[config.mk]
export PLATFORM = sky130hd
export DESIGN_NAME = bet_ledger_flat
export DESIGN_NICKNAME = d
export VERILOG_FILES = /design/src/rtl/bet_ledger_if.sv /design/src/rtl/bet_ledger.sv /design/src/flat_wrapper.sv
export SDC_FILE = /design/constraint.sdc
export NUM_CORES = 1
export LEC_CHECK = 0
export BUFFER_PORTS_ARGS = -buffer_cell sky130_fd_sc_hd__buf_2
export CAP_MARGIN = 20
export CORE_ASPECT_RATIO = 0.75
export CORE_UTILIZATION = 56
export CTS_BUF_LIST = sky130_fd_sc_hd__clkbuf_8
export CTS_CLUSTER_DIAMETER = 80
export DETAILED_ROUTE_END_ITERATION = 6
export GPL_ROUTABILITY_DRIVEN = 0
export PLACE_DENSITY = 0.83
export REMOVE_ABC_BUFFERS = 1
export SYNTH_ARGS = -nofsm -noshare
export SYNTH_HDL_FRONTEND = slang
export SYNTH_SLANG_ARGS = --single-unit
export TNS_END_PERCENT = 1
[constraint.sdc]
create_clock -name clock -period 3.3 [get_ports clock]
set_clock_uncertainty 0.15 [all_clocks]
set_input_delay 0.165 -clock clock [delete_from_list [all_inputs] [get_ports clock]]
set_output_delay 0.165 -clock clock [all_outputs]
set_load 0.005 [all_outputs]
[src/rtl/bet_ledger_if.sv]
// Bet-ledger bus: keyboard/colour/payout inputs toward the ledger and the
// captured bet bus plus status flags back toward the register file.
interface bet_ledger_if #(
  parameter int MAX_BETS = 12,
  parameter int OP_W     = 6,
  parameter int COLOR_W  = 2
);
  localparam int W  = OP_W + COLOR_W;
  localparam int CW = $clog2(MAX_BETS + 1);

  // key_valid is a level; only its rising edge counts as a request. There is
  // no ready: the ledger accepts or refuses each event, and a refusal shows
  // up as a one-cycle reject pulse.
  logic                    key_valid;
  logic [OP_W-1:0]         key_opcode;
  logic [COLOR_W:0]        color_in;
  logic                    spin_done;
  logic [MAX_BETS*W-1:0]   bets_flat;
  logic [CW-1:0]           bet_count;
  logic                    spin_active;
  logic                    full;
  logic                    reject;
  logic                    overflow;

  modport master (
    output key_valid, key_opcode, color_in, spin_done,
    input  bets_flat, bet_count, spin_active, full, reject, overflow
  );

  modport slave (
    input  key_valid, key_opcode, color_in, spin_done,
    output bets_flat, bet_count, spin_active, full, reject, overflow
  );
endinterface

[src/rtl/bet_ledger.sv]
// Bet-capture ledger: turns keyboard strobes into {colour, opcode} entries,
// supports undo, and locks during a spin until the payout is settled.
module bet_ledger #(
  parameter int              MAX_BETS = 12,
  parameter int              OP_W     = 6,
  parameter int              COLOR_W  = 2,
  parameter logic [OP_W-1:0] SPIN_OP  = 6'b111110,
  parameter logic [OP_W-1:0] IDLE_OP  = 6'b111111,
  parameter logic [OP_W-1:0] UNDO_OP  = 6'b111101
) (
  input  logic         clock,
  input  logic         reset,
  bet_ledger_if.slave  bus,
  output logic [1:0]   state_dbg
);
  localparam int W  = OP_W + COLOR_W;
  localparam int CW = $clog2(MAX_BETS + 1);
  localparam logic [CW-1:0] MAX_C = CW'(MAX_BETS);

  typedef enum logic [1:0] {
    OPEN   = 2'd0,
    LOCKED = 2'd1,
    SETTLE = 2'd2
  } state_t;

  state_t state, state_next;

  // Inputs are registered first so every output is a pure register output.
  logic              key_r, key_q, done_r;
  logic [OP_W-1:0]   op_r;
  logic [COLOR_W:0]  col_r;
  logic              key_event;

  logic [W-1:0]  slots [MAX_BETS];
  logic [CW-1:0] count, count_next, count_m1;
  logic          overflow_r, overflow_next;
  logic          reject_r, reject_next;
  logic          full_r, spin_r;
  logic          wr_en, undo_en, wipe;
  logic [W-1:0]  wdata;

  assign key_event = key_r & ~key_q;
  assign count_m1  = count - CW'(1);
  assign wdata     = {col_r[COLOR_W-1:0], op_r};

  always_ff @(posedge clock) begin
    if (reset) begin
      key_r  <= 1'b0;
      key_q  <= 1'b0;
      done_r <= 1'b0;
      op_r   <= '0;
      col_r  <= '0;
    end else begin
      key_r  <= bus.key_valid;
      key_q  <= key_r;
      done_r <= bus.spin_done;
      op_r   <= bus.key_opcode;
      col_r  <= bus.color_in;
    end
  end

  always_comb begin
    state_next    = state;
    count_next    = count;
    overflow_next = overflow_r;
    reject_next   = 1'b0;
    wr_en         = 1'b0;
    undo_en       = 1'b0;
    wipe          = 1'b0;
    case (state)
      OPEN: begin
        if (key_event) begin
          if (op_r == IDLE_OP) begin
            reject_next = 1'b0;
          end else if (op_r == UNDO_OP) begin
            if (count != '0) begin
              undo_en    = 1'b1;
              count_next = count_m1;
            end else begin
              reject_next = 1'b1;
            end
          end else if (op_r == SPIN_OP) begin
            if (count != '0) state_next  = LOCKED;
            else             reject_next = 1'b1;
          end else if (col_r == '0) begin
            reject_next = 1'b1;
          end else if (count == MAX_C) begin
            reject_next   = 1'b1;
            overflow_next = 1'b1;
          end else begin
            wr_en      = 1'b1;
            count_next = count + CW'(1);
          end
        end
      end
      LOCKED: begin
        if (done_r) state_next = SETTLE;
      end
      SETTLE: begin
        wipe          = 1'b1;
        count_next    = '0;
        overflow_next = 1'b0;
        state_next    = OPEN;
      end
      default: state_next = OPEN;
    endcase
  end

  always_ff @(posedge clock) begin
    if (reset) begin
      state      <= OPEN;
      count      <= '0;
      overflow_r <= 1'b0;
      reject_r   <= 1'b0;
      full_r     <= 1'b0;
      spin_r     <= 1'b0;
    end else begin
      state      <= state_next;
      count      <= count_next;
      overflow_r <= overflow_next;
      reject_r   <= reject_next;
      full_r     <= (count_next == MAX_C);
      spin_r     <= (state_next == LOCKED);
    end
  end

  // Writes and undo keep every slot at or above bet_count at zero.
  always_ff @(posedge clock) begin
    for (int i = 0; i < MAX_BETS; i++) begin
      if (reset || wipe) begin
        slots[i] <= '0;
      end else if (wr_en && (CW'(i) == count)) begin
        slots[i] <= wdata;
      end else if (undo_en && (CW'(i) == count_m1)) begin
        slots[i] <= '0;
      end
    end
  end

  for (genvar g = 0; g < MAX_BETS; g++) begin : g_flat
    assign bus.bets_flat[g*W +: W] = slots[g];
  end

  assign bus.bet_count   = count;
  assign bus.spin_active = spin_r;
  assign bus.full        = full_r;
  assign bus.reject      = reject_r;
  assign bus.overflow    = overflow_r;
  assign state_dbg       = state;
endmodule

[src/flat_wrapper.sv]
// flat-port wrapper written by rule: the top's interface ports become plain ports
module bet_ledger_flat 
#(
  parameter int              MAX_BETS = 12,
  parameter int              OP_W     = 6,
  parameter int              COLOR_W  = 2,
  parameter logic [OP_W-1:0] SPIN_OP  = 6'b111110,
  parameter logic [OP_W-1:0] IDLE_OP  = 6'b111111,
  parameter logic [OP_W-1:0] UNDO_OP  = 6'b111101
)
  (clock, reset, state_dbg, bus_key_valid, bus_key_opcode, bus_color_in, bus_spin_done, bus_bets_flat, bus_bet_count, bus_spin_active, bus_full, bus_reject, bus_overflow);
  bet_ledger_if #(.MAX_BETS(MAX_BETS), .OP_W(OP_W), .COLOR_W(COLOR_W)) bus_i ();
  input  logic clock;
  input  logic reset;
  output logic [1:0] state_dbg;
  input wire logic [$bits(bus_i.key_valid)-1:0] bus_key_valid;
  input wire logic [$bits(bus_i.key_opcode)-1:0] bus_key_opcode;
  input wire logic [$bits(bus_i.color_in)-1:0] bus_color_in;
  input wire logic [$bits(bus_i.spin_done)-1:0] bus_spin_done;
  output wire logic [$bits(bus_i.bets_flat)-1:0] bus_bets_flat;
  output wire logic [$bits(bus_i.bet_count)-1:0] bus_bet_count;
  output wire logic [$bits(bus_i.spin_active)-1:0] bus_spin_active;
  output wire logic [$bits(bus_i.full)-1:0] bus_full;
  output wire logic [$bits(bus_i.reject)-1:0] bus_reject;
  output wire logic [$bits(bus_i.overflow)-1:0] bus_overflow;
  assign bus_i.key_valid = bus_key_valid;
  assign bus_i.key_opcode = bus_key_opcode;
  assign bus_i.color_in = bus_color_in;
  assign bus_i.spin_done = bus_spin_done;
  assign bus_bets_flat = bus_i.bets_flat;
  assign bus_bet_count = bus_i.bet_count;
  assign bus_spin_active = bus_i.spin_active;
  assign bus_full = bus_i.full;
  assign bus_reject = bus_i.reject;
  assign bus_overflow = bus_i.overflow;
  bet_ledger #(.MAX_BETS(MAX_BETS), .OP_W(OP_W), .COLOR_W(COLOR_W), .SPIN_OP(SPIN_OP), .IDLE_OP(IDLE_OP), .UNDO_OP(UNDO_OP)) u_core (.clock(clock), .reset(reset), .bus(bus_i), .state_dbg(state_dbg));
endmodule
==> results of run 1 <==
-- report_power, final --
part | switching (mW) | internal, mW | total (mW)
clock network | 0.586 | 0.659 | 1.25
registers | 0.0293 | 1.66 | 1.69
logic | 0.154 | 0.103 | 0.258
total | 0.769 | 2.42 | 3.19
-- path summary, 6_finish.rpt --
kind / from / end / slack, ps / depth (start not counted)
min reg2reg: u_core.done_r$_SDFF_PP0_ / u_core.state_dbg[1]$_SDFF_PP0_ / 310 / 2
max: u_core.bus.bet_count[1]$_SDFF_PP0_ / u_core.slots[1][31]$_SDFFCE_PP0P_ / 180 / 6
min: u_core.done_r$_SDFF_PP0_ / u_core.state_dbg[1]$_SDFF_PP0_ / 310 / 2
max reg2reg: u_core.bus.bet_count[1]$_SDFF_PP0_ / u_core.slots[1][31]$_SDFFCE_PP0P_ / 180 / 6
-- final cells by class --
type                            instances  area [um^2]  share of cell area (%)
Tap cell                              108        135.1                   2.116
Clock buffer                           17        234.0                   3.664
Timing Repair Buffer                  153        910.9                   14.26
Inverter                                7        26.28                  0.4114
Multi-Input combinational cell        227         1617                   25.31
Sequential cell                       118         3323                   52.04
Clock inverter                         15        140.1                   2.194
-- placed cells by master, fill, tap and decap left out, drive strengths merged, types with 3 or more instances in the layout --
cell type	netlist	routed
nor4b	3	3
edfxtp	96	96
nor2	9	9
clkinvlp	0	3
nand2	11	11
and2	59	59
nor3b	3	3
o211ai	3	3
inv	7	10
dfxtp	22	22
nand2b	3	3
ha	7	7
nor2b	14	14
clkinv	0	7
a311oi	3	3
nor3	8	8
clkbuf	20	17
dlygate4sd3	0	23
a21oi	3	3
nor4	7	7
buf	7	130
a211o	3	3
a221o	9	9
and3	50	50
o21ai	6	6
-- flip-flops by register name, summed over array words and instances, names as in the netlist --
register	flops
u_core.bus.reject	1
u_core.bus.full	1
u_core.col_r	3
u_core.key_q	1
u_core.bus.bet_count	4
u_core.key_r	1
u_core.state_dbg	2
u_core.op_r	6
u_core.bus.spin_active	1
u_core.slots	96
u_core.bus.overflow	1
u_core.done_r	1
-- stage by stage --
step                instance area, um^2  hold WS (ps)  power (mW)
floorplan                          4947         86.61       1.827
CTS                                6367         302.2       3.188
detailed placement                 5763         228.5       1.951
global route                       6386         331.8       3.286
global placement                   5763         231.9       1.940
finish                             6386         309.8       3.192
-- cell families (layout without fill, tap and decap cells) --
kind of cell               Yosys count  count (layout)  synth area share (%)
adders and majority gates            7               7                 1.728
muxes                                2               2                0.3950
DFF                                118             118                 65.56
AOI/OAI and AO/OA                   40              40                 6.863
xor gates and xnor gates             2               2                0.3457
and+or+nand+nor                    176             176                 22.19
buffers and inverters               34             192                 2.913
-- worst max-delay path: stages (launching register included) --
cell and delay (ps):
dfxtp_1 530, inv_1 200, ha_1 360, nand3_1 260
nand2_1 260, nor3_1 530, a221o_1 490
-- Yosys cell counts (all sizes together), types with 2 or more instances --
master  number
a211o        3
a211oi       2
a21oi        3
a221o        9
a22oi        2
a311oi       3
a31oi        2
and2        59
and3        50
buf          7
clkbuf      20
dfxtp       22
edfxtp      96
ha           7
inv          7
mux2i        2
nand2       11
nand2b       3
nand3        2
nor2         9
nor2b       14
nor3         8
nor3b        3
nor4         7
nor4b        3
o211ai       3
o21ai        6
or4          2
xnor2        2
-- per-layer routing --
layer	vias to the layer above	track usage, %
met4	0	11.92
met3	40	7.870
met2	253	41.78
li1	1691	-
met5	-	0
met1	1804	35.97
-- repair_timing --
item / in CTS / in global routing
endpoints found under the hold margin: 16 / 0
endpoints found under the setup margin: 0 / 66
resized for setup: 0 / 3
hold buffers: 23 / 0
==> reports/results.tsv, run 1 <==
metric	value	unit
status	complete, but fails checks	
violations	DRC	
wl_met2	5670	um
met3_wirelength	1294	um
ys_async_sr_fraction	0	%
synth_cells	379	
dp_hpwl	8033	um
placed_cells	590	
vdd_drop_max	0.2851	mV
synth_cell_types	55	
synth_edf_count	96	
vias	3788	
clkTransAtPathRegs	70	ps
worstPathRequired	3240	ps
totalWireLength	12330	um
grt_pass1_vias	3697	
pin_count	119	
cts-root-buf	clkbuf_8	
globalRouteTotalUtil	27.08	%
synth_largest_area_cell	edfxtp_1	
final_util	74.26	%
drt-initial-drc-count	500	
io_buffers	118	
antenna_left	0	
syn_area	0.005069	mm^2
hp-class	register to register	
start_util	58.94	%
synth_top_area_share	56.87	%
cp-end-kind	register	
drv_cap	0	
synth_area_leaders	edfxtp_1 (57%), dfxtp_1 (8.7%), and2_1 (7.3%)	
clk_path_buf_depth	2	
highest_layer	met4	
path_class	register to register	
post-place-ws	69.31	ps
cts_buffers	17	
leakage	2.836	nW
die_w	111.9	um
die_area	0.009439	mm^2
ys_seq_area_share	65.56	%
numClockSinks	118	
crit_arrival	3060	ps
tightest_slew	672.4	ps
finalSetupViolCount	0	
syn_avg_cell_area	13.37	um^2
post_cts_buffers	0	
clock_tree.htree_level_count	4	
clk_latency	430	ps
drc	15	
cts_tree	yes	
final.setup.worst_slack	177.1	ps
totalNegativeSetupSlack	0	ps
layout_min_cycle_time	3123	ps
final_hold_viol_count	0	
fillers	554	
fin_nets	544	
grt_max_degree	33	
via_per_inst	5.873	
dr.pass1.iters	7	
yosys_register_bits	118	
cp-start-kind	register	
wl_met1	5061	um
fp-row-count	29	
crit_fanout	9	
drv_slew	0	
drive_gt1_share	32.77	%
core-area	0.008600	mm^2
fmax	0.3202	GHz
area_growth	25.99	%
ys.flop_type	edfxtp_1	
rsz0062_at_grt	no	
die-height	84.39	um
overflow	0	
timing.final.crit_share	94.63	%
finalNonFillerCells	645	
antenna_found_initial	0	
pwr_density_cell	499.8	mW/mm^2
max-slew-margin-rel	54.83	%
grt_pass1_wl	19080	um
routedWlPerCell	19.11	um
n_antenna_cell	0	
ys_warn_count	0	
(Power assumes the default switching activity.)
==> run 2, diff against run 1 <==
Settings changed: REMOVE_ABC_BUFFERS 1 to default.
==> reports/results.tsv, run 2 (synthesis results as in run 1) <==
metric	value	unit	change
via_per_inst	5.792		was 5.873
overflow	0		unchanged
drv_cap	0		unchanged
antenna_left	0		unchanged
die_w	111.9	um	unchanged
grt_pass1_vias	3493		was 3697
drc	13		was 15
dr.pass1.iters	7		unchanged
pwr_density_cell	507.7	mW/mm^2	was 499.8 mW/mm^2
numClockSinks	118		unchanged
path_buf_inv	2		was 1
fin_nets	547		was 544
register_area	0.003323	mm^2	unchanged
grt_pass1_wl	18440	um	was 19080 um
vias	3753		was 3788
max-slew-margin-rel	50.73	%	was 54.83%
start_util	58.94	%	unchanged
io_buffers	118		unchanged
reg2regPathDepth	7		was 6
crit_chain	inv_1, ha_1, buf_4, nor2_1, a41oi_1, nor4_1, a221o_1		was inv_1, ha_1, nand3_1, nand2_1, nor3_1, a221o_1
multi_input_area	0.001598	mm^2	was 0.001617 mm^2
totalWireLength	11990	um	was 12330 um
slowest_stage	nor4_1		was dfxtp_1
die_area	0.009439	mm^2	unchanged
grt_max_degree	33		unchanged
top_register	u_core.slots		unchanged
drv_slew	0		unchanged
r2r-start	u_core.bus.bet_count[1]$_SDFF_PP0_		unchanged
final_hold_viol_count	0		unchanged
drive_gt1_share	32.96	%	was 32.77%
cts_buffers	17		unchanged
clk_path_buf_depth	2		unchanged
syn_nets	399		
clk_latency	420	ps	was 430 ps
core-area	0.008600	mm^2	unchanged
min_to	u_core.state_dbg[1]$_SDFF_PP0_		unchanged
antenna_found_initial	0		unchanged
cts_tree	yes		unchanged
largest_register_ffs	96		unchanged
hp-start	u_core.done_r$_SDFF_PP0_		unchanged
tightest_slew	737.4	ps	was 672.4 ps
layout_min_cycle_time	2912	ps	was 3123 ps
path_class	register to register		unchanged
layout_common_cells	buf_2 (118), edfxtp_1 (96), and2_1 (59)		unchanged
status	complete, but fails checks		unchanged
crit_arrival	2850	ps	was 3060 ps
cp-end-kind	register		unchanged
pin_count	119		unchanged
clkTransAtPathRegs	70	ps	about the same
drt-initial-drc-count	366		was 500
fmax	0.3434	GHz	was 0.3202 GHz
routedWlPerCell	18.50	um	was 19.11 um
finalSetupViolCount	0		unchanged
post_cts_buffers	0		unchanged
fp-row-count	29		unchanged
cp-start-kind	register		unchanged
violations	DRC		unchanged
rsz0062_at_grt	no		unchanged
slowest_delay	530	ps	about the same
dp_hpwl	7775	um	was 8033 um
totalNegativeSetupSlack	0	ps	unchanged
layout_commonest_cell	buf_2		unchanged
timing.final.crit_share	88.25	%	was 94.63%
cts-root-buf	clkbuf_8		unchanged
hp-class	register to register		unchanged
r2r_setup_slack	390	ps	was 180 ps
leakage	2.858	nW	was 2.836 nW
clock_tree.htree_level_count	4		unchanged
cts_resized	0		unchanged
ctsHoldBuffers	23		unchanged
worstPathRequired	3240	ps	about the same
die-height	84.39	um	unchanged
vdd_drop_max	0.3299	mV	was 0.2851 mV
n_antenna_cell	0		unchanged
cpLargestDelayFamily	simple AND/OR/NAND/NOR gates		unchanged
final_util	74.60	%	was 74.26%
globalRouteTotalUtil	26.12	%	was 27.08%
crit_fanout	14		was 9
area_growth	26.56	%	was 25.99%
r2r_end	u_core.slots[1][12]$_SDFFCE_PP0P_		was u_core.slots[1][31]$_SDFFCE_PP0P_
fillers	559		was 554
min_delay_path_depth	2		unchanged
-- run 2: changes by cell type in the layout (fill, tap and decap cells not counted), sizes merged --
cell | before | now
inv | 10 | 9
clkinvlp | 3 | 4
bufinv | 2 | 3
clkinv | 7 | 6
buf | 130 | 133
-- run 2: tightest hold or removal path: cells and delay by family (launching register included) --
family,cells,cell delay (ps)
flops,1,320
simple gates,2,100
-- run 2: stage by stage --
step,instance area (um^2),std cells,hold WS [ps],worst slack [ps],power (mW)
after global placement,5786,593,226.7,661.3,1.941
final,6415,648,307.7,387.7,3.257
after global routing,6415,648,317.2,220.7,3.348
after floorplan,5069,379,86.61,582.4,1.838
after CTS,6415,648,301.5,466.3,3.262
after detailed placement,5786,593,230.7,493.9,1.950
-- run 2: area by class of cell --
class / count / area share [%]
flip-flops and latches: 118 / 51.80
clock buffers: 17 / 3.647
inverters: 7 / 0.4096
well taps: 108 / 2.107
multi-input cells: 227 / 24.91
repair buffers: 156 / 14.55
clock inverters: 15 / 2.575
-- run 2: how the worst max path moves through the flow --
stage / from / end / depth (start not counted)
3_3_place_gp: u_core.bus.bet_count[1]$_SDFF_PP0_ / u_core.slots[1][11]$_SDFFCE_PP0P_ / 7
5_1_grt: u_core.bus.bet_count[1]$_SDFF_PP0_ / u_core.slots[1][13]$_SDFFCE_PP0P_ / 6
3_5_place_dp: u_core.bus.bet_count[1]$_SDFF_PP0_ / u_core.slots[1][11]$_SDFFCE_PP0P_ / 6
6_report: u_core.bus.bet_count[1]$_SDFF_PP0_ / u_core.slots[1][12]$_SDFFCE_PP0P_ / 7
2_1_floorplan: u_core.bus.bet_count[0]$_SDFF_PP0_ / u_core.slots[0][0]$_SDFFCE_PP0P_ / 9
4_1_cts: u_core.bus.bet_count[1]$_SDFF_PP0_ / u_core.slots[1][12]$_SDFFCE_PP0P_ / 6
-- run 2: layer usage --
layer	global-route usage, %	up-vias	routed length, um
met5	0	-	0
met4	9.459	0	195
met3	7.653	28	1230
met2	41.56	230	5729
met1	34.38	1791	4833
li1	-	1704	-
-- run 2: power by group --
| part | internal, mW | total (mW) | switching, mW |
|---|---|---|---|
| Combinational | 0.104 | 0.251 | 0.147 |
| Clock | 0.736 | 1.31 | 0.579 |
| Sequential | 1.66 | 1.69 | 0.0319 |
| Total | 2.50 | 3.26 | 0.758 |
==> run 3, diff against run 2 <==
Settings changed: CORE_ASPECT_RATIO 0.75 to 0.5.
==> reports/results.tsv, run 3 (synthesis results as in run 1) <==
metric	value	unit	change
r2r_setup_slack	120	ps	was 390 ps
clk_latency	430	ps	was 420 ps
clk_path_buf_depth	2		unchanged
post_cts_buffers	0		unchanged
fin_nets	545		was 547
slowest_delay	500	ps	was 530 ps
fin_area	0.006470	mm^2	was 0.006415 mm^2
vdd_drop_max	0.3836	mV	was 0.3299 mV
worstPathRequired	3240	ps	about the same
seq_power_share	49.9	%	was 51.9%
p_int	2.651	mW	was 2.499 mW
clkTransAtPathRegs	70	ps	about the same
path_class	register to register		unchanged
finalSetupViolCount	0		unchanged
start_util	58.00	%	was 58.94%
drv_cap	0		unchanged
globalRouteTotalUtil	26.07	%	was 26.12%
switching_share	21.98	%	was 23.27%
placed_cell_area	0.005782	mm^2	was 0.005786 mm^2
wl_met2	5541	um	was 5729 um
timing.final.crit_share	96.36	%	was 88.25%
highest_layer	met4		unchanged
holdWs	295.7	ps	was 307.7 ps
grt_max_degree	33		unchanged
cp-end-kind	register		unchanged
core-area	0.008738	mm^2	was 0.008600 mm^2
pin_count	119		unchanged
area_growth	27.65	%	was 26.56%
slowest_stage	dfxtp_1		was nor4_1
cts-root-buf	clkbuf_8		unchanged
totalWireLength	11810	um	was 11990 um
drive_gt1_share	33.09	%	was 32.96%
dr.pass1.iters	5		was 7
top_register	u_core.slots		unchanged
antenna_left	0		unchanged
max-slew-margin-rel	48.54	%	was 50.73%
die_area	0.009458	mm^2	was 0.009439 mm^2
status	finished clean		was complete, but fails checks
cp-start-kind	register		unchanged
numClockSinks	118		unchanged
cts_buffers	17		unchanged
met3_wirelength	1180	um	was 1230 um
min_delay_path_depth	2		unchanged
drc	0		was 13
syn_nets	399		unchanged
p_sw	746.8	uW	was 758.0 uW
n_antenna_cell	0		unchanged
fmax	0.3145	GHz	was 0.3434 GHz
routedWlPerCell	18.03	um	was 18.50 um
layout_common_cells	buf_2 (118), edfxtp_1 (96), and2_1 (59)		unchanged
antenna_found_initial	0		unchanged
crit_chain	inv_1, ha_1, nand3_1, nand2_1, nor4_1, buf_4, a221o_1		was inv_1, ha_1, buf_4, nor2_1, a41oi_1, nor4_1, a221o_1
final_hold_viol_count	0		unchanged
grt_pass1_wl	17910	um	was 18440 um
crit_arrival	3120	ps	was 2850 ps
grt_pass1_vias	3478		was 3493
fp-row-count	24		was 29
pwr_density_cell	525.2	mW/mm^2	was 507.7 mW/mm^2
hp-class	register to register		unchanged
tightest_slew	764.9	ps	was 737.4 ps
die-height	69.27	um	was 84.39 um
cts_tree	yes		unchanged
clock_tree.htree_level_count	4		unchanged
reg2regPathDepth	7		unchanged
p_comb_share	7.2	%	was 7.7%
layout_commonest_cell	buf_2		unchanged
layout_min_cycle_time	3180	ps	was 2912 ps
p_clk_share	42.9	%	was 40.4%
dp_hpwl	7623	um	was 7775 um
wl_met1	4893	um	was 4833 um
largest_register_ffs	96		unchanged
io_buffers	118		unchanged
vias	3754		was 3753
leakage	2.878	nW	was 2.858 nW
fillers	572		was 559
drt-initial-drc-count	298		was 366
die_w	136.5	um	was 111.9 um
overflow	0		unchanged
drv_slew	0		unchanged
crit_fanout	19		was 14
via_per_inst	5.731		was 5.792
==> run 3: layer usage <==
metal | GRT usage (%) | vias to the layer above
li1 | - | 1695
met1 | 34.60 | 1803
met3 | 7.456 | 21
met5 | 0 | -
met4 | 9.753 | 0
met2 | 40.89 | 235
==> run 3: final timing paths <==
path,startpoint,end
worst min-delay path,u_core.done_r$_SDFF_PP0_,u_core.state_dbg[1]$_SDFF_PP0_
worst min register to register,u_core.done_r$_SDFF_PP0_,u_core.state_dbg[1]$_SDFF_PP0_
worst max register to register,u_core.bus.bet_count[1]$_SDFF_PP0_,u_core.slots[2][5]$_SDFFCE_PP0P_
worst max-delay path,u_core.bus.bet_count[1]$_SDFF_PP0_,u_core.slots[2][5]$_SDFFCE_PP0P_
==> run 3: critical path: cells and delay by family (launching register included) <==
| family | cells | cell delay [ps] |
|---|---|---|
| compound gates | 1 | 360 |
| fa+ha+maj | 1 | 430 |
| buf+inv | 2 | 410 |
| flops | 1 | 500 |
| simple gates | 3 | 990 |
==> run 3: power by group through the flow <==
stage          logic, mW  registers (mW)  clock network [mW]
2_1_floorplan      0.118            1.72                   0
3_3_place_gp       0.214            1.73                   0
3_5_place_dp       0.216            1.73                   0
4_1_cts            0.238            1.69                1.47
5_1_grt            0.264            1.70                1.53
6_report           0.245            1.70                1.46
==> run 3: final cells by class <==
class                      instances  area (um^2)  share of cell area (%)
sequential                       118         3323                   51.36
multi-input combinational        227         1612                   24.91
timing repair buffer             154        918.4                   14.19
clock buffer                      17        234.0                   3.616
clock inverter                    15        210.2                   3.249
tap                              117        146.4                   2.263
inverter                           7        26.28                  0.4061
==> run 3: through the flow <==
stage / util, % / TNS, ps / instances / power, mW / setup slack, ps
3_3_place_gp: 66.17 / 0 / 600 / 1.940 / 376.7
6_report: 74.04 / 0 / 655 / 3.398 / 120.3
3_5_place_dp: 66.17 / 0 / 600 / 1.943 / 220.3
2_1_floorplan: - / 0 / 379 / 1.838 / 582.4
5_1_grt: 74.04 / -499.1 / 655 / 3.492 / -37.11
4_1_cts: 73.88 / 0 / 655 / 3.402 / 180.2
==> run 3: repair_timing <==
| item | CTS | global route |
|---|---|---|
| resized for setup | 0 | 4 |
| setup endpoints to repair | 0 | 73 |
| hold buffers | 23 | 0 |
| hold endpoints to repair | 16 | 0 |
